**src/rtl/rect_fill_if.sv**
```systemverilog
// Command handshake for rect_fill_engine: one rectangle-fill request per
// valid/ready transfer.
interface rect_fill_if;
  logic       cmd_valid;
  logic       cmd_ready;
  logic [7:0] cmd_x;
  logic [6:0] cmd_y;
  logic [7:0] cmd_w;
  logic [6:0] cmd_h;
  logic [2:0] cmd_color;

  modport master (
    output cmd_valid, cmd_x, cmd_y, cmd_w, cmd_h, cmd_color,
    input  cmd_ready
  );

  modport slave (
    input  cmd_valid, cmd_x, cmd_y, cmd_w, cmd_h, cmd_color,
    output cmd_ready
  );
endinterface

```
**src/rtl/rect_fill_engine.sv**
```systemverilog
// Rectangle-fill pixel generator: buffers two commands and emits one clipped
// pixel per clock in raster order for a 160x120 3-bit-colour adapter.
module rect_fill_engine #(
  parameter int unsigned SCREEN_W = 160,
  parameter int unsigned SCREEN_H = 120
) (
  input  logic        clk,
  input  logic        resetn,
  rect_fill_if.slave  cmd,
  output logic [7:0]  x,
  output logic [6:0]  y,
  output logic [2:0]  color,
  output logic        plot,
  output logic        busy
);

  typedef struct packed {
    logic [7:0] x;
    logic [6:0] y;
    logic [7:0] w;
    logic [6:0] h;
    logic [2:0] c;
  } cmd_t;

  typedef enum logic {IDLE, DRAW} state_t;

  localparam logic [8:0] W_LIM = 9'(SCREEN_W);
  localparam logic [7:0] H_LIM = 8'(SCREEN_H);

  state_t     state, state_next;
  cmd_t       fifo_mem [2];
  logic       wr_ptr, rd_ptr;
  logic [1:0] count, count_next;

  logic [7:0] x0, x_end, y_end_r;
  logic [6:0] y_end;

  cmd_t       head;
  logic       head_deg;
  logic [8:0] x_end_sum, x_end_clip;
  logic [7:0] y_end_sum, y_end_clip;
  logic       push, pop, load, last;

  assign cmd.cmd_ready = (count < 2'd2);
  assign push          = cmd.cmd_valid & cmd.cmd_ready;
  assign head          = fifo_mem[rd_ptr];
  assign y_end         = y_end_r[6:0];

  always_comb begin
    head_deg   = (head.w == 8'd0) || (head.h == 7'd0) ||
                 ({1'b0, head.x} >= W_LIM) || ({1'b0, head.y} >= H_LIM);
    x_end_sum  = {1'b0, head.x} + {1'b0, head.w} - 9'd1;
    x_end_clip = (x_end_sum > W_LIM - 9'd1) ? (W_LIM - 9'd1) : x_end_sum;
    y_end_sum  = {1'b0, head.y} + {1'b0, head.h} - 8'd1;
    y_end_clip = (y_end_sum > H_LIM - 8'd1) ? (H_LIM - 8'd1) : y_end_sum;
    last       = (x == x_end) && (y == y_end);

    // A degenerate head is only discarded from IDLE; at the end of a
    // rectangle the engine drops back to IDLE first and pops it there.
    pop = 1'b0;
    unique case (state)
      IDLE: pop = (count != 2'd0);
      DRAW: pop = last && (count != 2'd0) && !head_deg;
      default: pop = 1'b0;
    endcase
    load = pop && !head_deg;

    count_next = count + {1'b0, push} - {1'b0, pop};

    state_next = state;
    unique case (state)
      IDLE: state_next = load ? DRAW : IDLE;
      DRAW: if (last) state_next = load ? DRAW : IDLE;
      default: state_next = IDLE;
    endcase
  end

  always_ff @(posedge clk or negedge resetn) begin
    if (!resetn) begin
      state       <= IDLE;
      fifo_mem[0] <= '0;
      fifo_mem[1] <= '0;
      wr_ptr      <= 1'b0;
      rd_ptr      <= 1'b0;
      count       <= '0;
      x0          <= '0;
      x_end       <= '0;
      y_end_r     <= '0;
      x           <= '0;
      y           <= '0;
      color       <= '0;
      plot        <= 1'b0;
      busy        <= 1'b0;
    end else begin
      if (push) begin
        fifo_mem[wr_ptr] <= '{x: cmd.cmd_x, y: cmd.cmd_y, w: cmd.cmd_w,
                              h: cmd.cmd_h, c: cmd.cmd_color};
        wr_ptr           <= ~wr_ptr;
      end
      if (pop) rd_ptr <= ~rd_ptr;
      count <= count_next;
      state <= state_next;
      busy  <= (state_next == DRAW) || (count_next != 2'd0);

      // x/y/color double as the working cursor, so the pixel on the outputs
      // is always the one just stepped to.
      if (load) begin
        x       <= head.x;
        y       <= head.y;
        color   <= head.c;
        x0      <= head.x;
        x_end   <= x_end_clip[7:0];
        y_end_r <= y_end_clip;
        plot    <= 1'b1;
      end else if (state == DRAW && !last) begin
        if (x < x_end) begin
          x <= x + 8'd1;
        end else begin
          x <= x0;
          if (y < y_end) y <= y + 7'd1;
        end
        plot <= 1'b1;
      end else begin
        plot <= 1'b0;
      end
    end
  end

endmodule

```
**src/flat_wrapper.sv**
```systemverilog
// flat-port wrapper written by rule: the top's interface ports become plain ports
module rect_fill_engine_flat 
#(
  parameter int unsigned SCREEN_W = 160,
  parameter int unsigned SCREEN_H = 120
)
  (clk, resetn, x, y, color, plot, busy, cmd_cmd_valid, cmd_cmd_x, cmd_cmd_y, cmd_cmd_w, cmd_cmd_h, cmd_cmd_color, cmd_cmd_ready);
  rect_fill_if cmd_i ();
  input  logic clk;
  input  logic resetn;
  output logic [7:0] x;
  output logic [6:0] y;
  output logic [2:0] color;
  output logic plot;
  output logic busy;
  input wire logic [$bits(cmd_i.cmd_valid)-1:0] cmd_cmd_valid;
  input wire logic [$bits(cmd_i.cmd_x)-1:0] cmd_cmd_x;
  input wire logic [$bits(cmd_i.cmd_y)-1:0] cmd_cmd_y;
  input wire logic [$bits(cmd_i.cmd_w)-1:0] cmd_cmd_w;
  input wire logic [$bits(cmd_i.cmd_h)-1:0] cmd_cmd_h;
  input wire logic [$bits(cmd_i.cmd_color)-1:0] cmd_cmd_color;
  output wire logic [$bits(cmd_i.cmd_ready)-1:0] cmd_cmd_ready;
  assign cmd_i.cmd_valid = cmd_cmd_valid;
  assign cmd_i.cmd_x = cmd_cmd_x;
  assign cmd_i.cmd_y = cmd_cmd_y;
  assign cmd_i.cmd_w = cmd_cmd_w;
  assign cmd_i.cmd_h = cmd_cmd_h;
  assign cmd_i.cmd_color = cmd_cmd_color;
  assign cmd_cmd_ready = cmd_i.cmd_ready;
  rect_fill_engine #(.SCREEN_W(SCREEN_W), .SCREEN_H(SCREEN_H)) u_core (.clk(clk), .resetn(resetn), .cmd(cmd_i), .x(x), .y(y), .color(color), .plot(plot), .busy(busy));
endmodule
```
**config.mk**
```make
export PLATFORM = sky130hd
export DESIGN_NAME = rect_fill_engine_flat
export DESIGN_NICKNAME = d
export VERILOG_FILES = /design/src/rtl/rect_fill_if.sv /design/src/rtl/rect_fill_engine.sv /design/src/flat_wrapper.sv
export SDC_FILE = /design/constraint.sdc
export NUM_CORES = 1
export LEC_CHECK = 0
export CORE_AREA = 5 5 126 128
export DETAILED_ROUTE_END_ITERATION = 12
export DIE_AREA = 0 0 131 133
export DONT_BUFFER_PORTS = 1
export GPL_TIMING_DRIVEN = 0
export PLACE_DENSITY = 0.65
export SLEW_MARGIN = 30
export SYNTH_ARGS = -nofsm -noshare
export SYNTH_HDL_FRONTEND = slang
export SYNTH_SLANG_ARGS = --single-unit
```
**constraint.sdc**
```tcl
create_clock -name clk -period 4.56 [get_ports clk]
set_input_delay 0.456 -clock clk [delete_from_list [all_inputs] [get_ports clk]]
set_output_delay 0.456 -clock clk [all_outputs]
set_load 0.01 [all_outputs]
```
Word level (Yosys, flattened, before mapping)
Index checks and enable logic that the tools add are counted.

Register bits after elaboration: 114. Input bits: 36. Output and inout port bits: 21. Logic and storage cells: 89.

Add/sub/neg operators: 8. Order comparisons: 10. Eq/ne operators: 3. Muxes and demuxes: 21. Bitwise gates (word level): 6. Reduce and logical (&&, ||, !) cells: 19.

Operator list (number): $mux W33 (4); $bwmux W66 (1); $mux W7 (5); $demux W33 S1 (1); $mux W8 (4); $add A8 B8 Y9 (1); $gt A9 B8 Y1 const B (1); $sub A9 B1 Y9 const B (1); $add A7 B7 Y8 (1); $add A8 B1 Y8 const B (1); $eq A8 B8 Y1 (1); $ge A8 B8 Y1 const B (1); $gt A8 B7 Y1 const B (1); $logic_not A8 Y1 (1); $lt A8 B8 Y1 (1); $reduce_bool A2 Y1 (4); $sub A8 B1 Y8 const B (1); $add A7 B1 Y7 const B (1); $eq A7 B7 Y1 (1); $ge A7 B7 Y1 const B (1); $logic_not A7 Y1 (1); $lt A7 B7 Y1 (1); $logic_and A1 B1 Y1 (6); $ge A2 B2 Y1 const B (2); other kinds (13) (24).

Logic depth before layout (Yosys ltp)
Word-level depth: 16. Gate-level depth with buffers: 17. Depth with buffers taken out: 14.

Worst setup path before layout
Ideal clock, no wire load.

Path type: reg-to-reg. Start: register u_core.rd_ptr. End: register u_core.x_end[5]. Setup time: 0.154 ns. Data arrival time: 3.425 ns. Path slack: 0.982 ns. Cell stages (with the launch flop): 16. Buffers on the path: 5. Clock period less this slack: 3.578 ns. Cell sequence: dfrtp_1 buf_6 buf_6 buf_6 buf_2 buf_2 mux2i_1 ha_1 inv_1 ha_1 a211o_1 a211oi_1 xnor2_1 nor2_1 o41ai_2 o22ai_1.

Word-level cells in the longest chain between the ends: 12. Elaborated cells on any way between the ends: 19. Those cells by class: add/sub: 2; order compare: 3; mux: 5; bitwise: 1; reduce/logical: 8.

Ends and longest elaborated chain: start, declared (RTL line rect_fill_engine.sv:32) `logic wr_ptr, rd_ptr;`; start signal, assigned (RTL line rect_fill_engine.sv:100) `if (pop) rd_ptr <= ~rd_ptr;`; $not A1 Y2 (not written as such) (*) (RTL line rect_fill_engine.sv:46) `assign head = fifo_mem[rd_ptr];`; $mux W33 (not written as such) (*) (3 in a row) (RTL line rect_fill_engine.sv:46); parallel branches: the longest is 8 deep, another holds $add A8 B8 Y9; end signal, assigned (RTL line rect_fill_engine.sv:112) `x_end <= x_end_clip[7:0];`; end, declared (RTL line rect_fill_engine.sv:35) `logic [7:0] x0, x_end, y_end_r;`.

Every way passes the cells marked *. The select of a mux whose other input is x is not followed. A chain may end at the register's enable or synchronous reset.

Final worst setup path
Start: register u_core.rd_ptr. End: register u_core.x_end[2].

The elaborated chain is that of the path after synthesis.

==> metrics.md <==
| Metric | Value |
|---|---|
| Largest net degree at the start of global routing | 115 |
| Placement Cell Area | 6640 um2 |
| Synth Instances | 585 |
| CP max-delay cell | o41ai_4 |
| Share of cells above drive strength 1 | 19.0% |
| All-Layer GR Usage | 18.2% |
| CP arrival | 4.48 ns |
| FP Rows | 45 |
| Synth async-reset ratio | 100% |
| Worst Setup End Kind | flop |
| Most used cell, CP | buf_6 |
| Area Growth Syn to Fin | 13.8% |
| Setup violations, final | 0 |
| Clock skew | 0.0103 ns |
| Die height | 133 um |
| CP top delay family | buffers and inverters |
| Crit path cell chain | buf_6, buf_6, buf_6, buf_2, buf_2, mux2i_1, ha_1, inv_1, ha_1, inv_1, fa_1, nand2b_1, a21oi_1, o21ai_0, a21boi_0, o41ai_4, a2bb2oi_1 |
| Crit path largest cell delay | 0.59 ns |
| R2R cell count | 17 |
| Clk sinks | 114 |
| IO buf count | 0 |
| Status | finished, violations left |
| Synth cell types | 57 |
| Total CTS buffers | 17 |
| Failing checks | negative hold slack |
| Residual DRC | 0 |
| Final Non-Filler Cells | 804 |
| Clock Pin Slew Worst Setup and Hold Paths | 0.05 ns |
| Final min period | 4.14 ns |
| Worst hold margin | -0.0239 ns |
| Die area | 17400 um2 |
| Worst flop-to-flop path endpoint | u_core.x_end[2] |
| Unrepaired setup endpoints after global routing | false |
| DRT Pass-1 Iters | 5 |
| EDFF count, synth | 0 |
| Max Cap Viol | 0 |
| Sequential cell area | 2850 um2 |
| Post-DRT Antenna Nets | 0 |
| DRT iter0 DRCs | 326 |
| Worst path depth | 17 |
| GRT Residual Overflow | 0 |
| Via Count | 4450 |
| Worst reg2reg path startpoint | u_core.rd_ptr |
| Clk buf depth | 2 |
| Rel. slew slack | 49.9% |
| Flop-to-flop setup slack | 0.42 ns |
| Synth Net Count | 670 |
| Worst setup path class | reg -> reg |
| Drt wl/cell | 18.7 um |
| WP data required | 4.89 ns |
| Setup tns final | 0 ns |
| Commonest non-fill, non-tap cell in the layout | dfrtp_1 |
| Clock latency on the worst-skew pair | 0.42 ns |
| H-tree depth | 4 |
| Synth Flop Type | dfrtp_1 |
| Ant diodes | 0 |
| Worst hold path class | in -> async |
| Vias in the first global route | 4671 |
| Setup bufs post-CTS | 0 |
| Final hold violation count | 24 |
| Root Driver | clkbuf_16 |
| Ports | 57 |
| FF+latch count, synth | 114 |
| Cell Count Post-Placement | 773 |
| Commonest non-fill, non-tap cells in the layout | 114 x dfrtp_1, 66 x mux2_2, 55 x inv_1 |
| Cell Area, Synth | 6400 um2 |
| Pins Over Slew Limit | 0 |
| Initial antenna violation count | 0 |
| Via-to-Cell Ratio | 5.53 |
| Register area share after synthesis | 44.6% |
| CP Max Fanout | 10 |
| Post-Route WL | 15.1 mm |
| Design area | 7290 um2 |
| Die Width | 131 um |
| Crit path launch type | flop |
| Initial core utilization | 43.4% |
| First-pass GRT wire length | 24.5 mm |
| Fill cells | 1307 |
| Peak Freq | 241 MHz |
| Crit path buffers/inverters | 7 |
| TritonCTS clock tree | built |
| Gpl congestion | 0.860 |
| Worst-margin pin slew | 0.751 ns |
| Final HPWL DP | 11.1 mm |
| Area of the multi-input gates | 3210 um2 |
| Fin nets | 690 |
| Core ar. | 14800 um2 |
| Avg Inst Size Synth | 10.9 um2 |
| Yosys warns | 0 |
| Final period utilization | 90.8% |
metrics by stage:
step	util, %	setup WS, ns
after floorplan	-	0.982
after global placement	45.0	0.399
after detailed placement	45.0	0.371
after CTS	49.3	0.326
after global routing	49.4	0.0511
final	49.4	0.418
cells by family (layout without fill, tap and decap cells):
logic type	count (synthesis)	count (layout)	synth area share [%]
AOI/OAI and AO/OA	121	121	12.8
xor gates and xnor gates	21	21	2.87
adders and majority gates	49	49	9.81
buffers and inverters	80	111	5.39
DFF	114	114	44.6
muxes	99	99	17.0
and+or+nand+nor	101	101	7.55
layout make-up:
type | instances | share of cell area (%)
multi-input combinational | 391 | 44.1
sequential | 114 | 39.1
clock buffer | 22 | 6.64
tap | 188 | 3.23
inverter | 55 | 2.83
buffer | 25 | 1.91
clock inverter | 8 | 1.75
timing repair buffer | 1 | 0.378
worst register-to-register path: stages, from the launching register on:
cell and delay, ns:
dfrtp_1 0.34, buf_6 0.13, buf_6 0.18, buf_6 0.19, buf_2 0.33, buf_2 0.37
mux2i_1 0.36, ha_1 0.21, inv_1 0.04, ha_1 0.20, inv_1 0.07, fa_1 0.19
nand2b_1 0.14, a21oi_1 0.07, o21ai_0 0.19, a21boi_0 0.24, o41ai_4 0.59, a2bb2oi_1 0.22
cells in the mapped netlist, types with 10 or more instances:
library cell / number / area [um2]
dfrtp_1: 114 / 2850
mux2_2: 66 / 743
inv_1: 55 / 206
ha_1: 47 / 588
a21oi_1: 32 / 160
mux2i_1: 29 / 290
nand2_1: 25 / 93.8
nor2_1: 24 / 90.1
nand3_1: 18 / 90.1
o21ai_0: 16 / 80.1
xor2_1: 11 / 96.3
a21o_1: 10 / 75.1
nor3_1: 10 / 50.1
xnor2_1: 10 / 87.6
layer usage:
layer  vias to the layer above  part of all wire, %  GRT usage (%)
met4                         0                  1.4           5.66
li1                       2120                    -              -
met1                      2185                   43           24.0
met3                        20                  8.0           6.26
met5                         -                    0              0
met2                       125                   47           28.3
timing repair:
action                                  CTS  global route
hold endpoints to repair                114             0
gates resized for setup                   0             1
endpoints found under the setup margin    0             7
hold buffers                              1             0
worst max-delay path by stage:
stage | slack (ns) | start | end
global route | 0.05 | u_core.rd_ptr | u_core.x_end[2]
global placement | 0.40 | u_core.rd_ptr | u_core.x_end[5]
finish | 0.42 | u_core.rd_ptr | u_core.x_end[2]
CTS | 0.33 | u_core.rd_ptr | u_core.x_end[2]
detailed placement | 0.37 | u_core.rd_ptr | u_core.x_end[6]
floorplan | 0.98 | u_core.rd_ptr | u_core.x_end[5]
flip-flops by register name, summed over array words and instances, names as in the netlist:
| register | cells |
|---|---|
| u_core.busy | 1 |
| u_core.color | 3 |
| u_core.count | 2 |
| u_core.fifo_mem | 66 |
| u_core.plot | 1 |
| u_core.rd_ptr | 1 |
| u_core.state | 1 |
| u_core.wr_ptr | 1 |
| u_core.x | 8 |
| u_core.x0 | 8 |
| u_core.x_end | 8 |
| u_core.y | 7 |
| u_core.y_end_r | 7 |
Power is left out: the tool's default activity adds up to more than one toggle a clock period on the data nets, which glitch-free logic cannot reach.
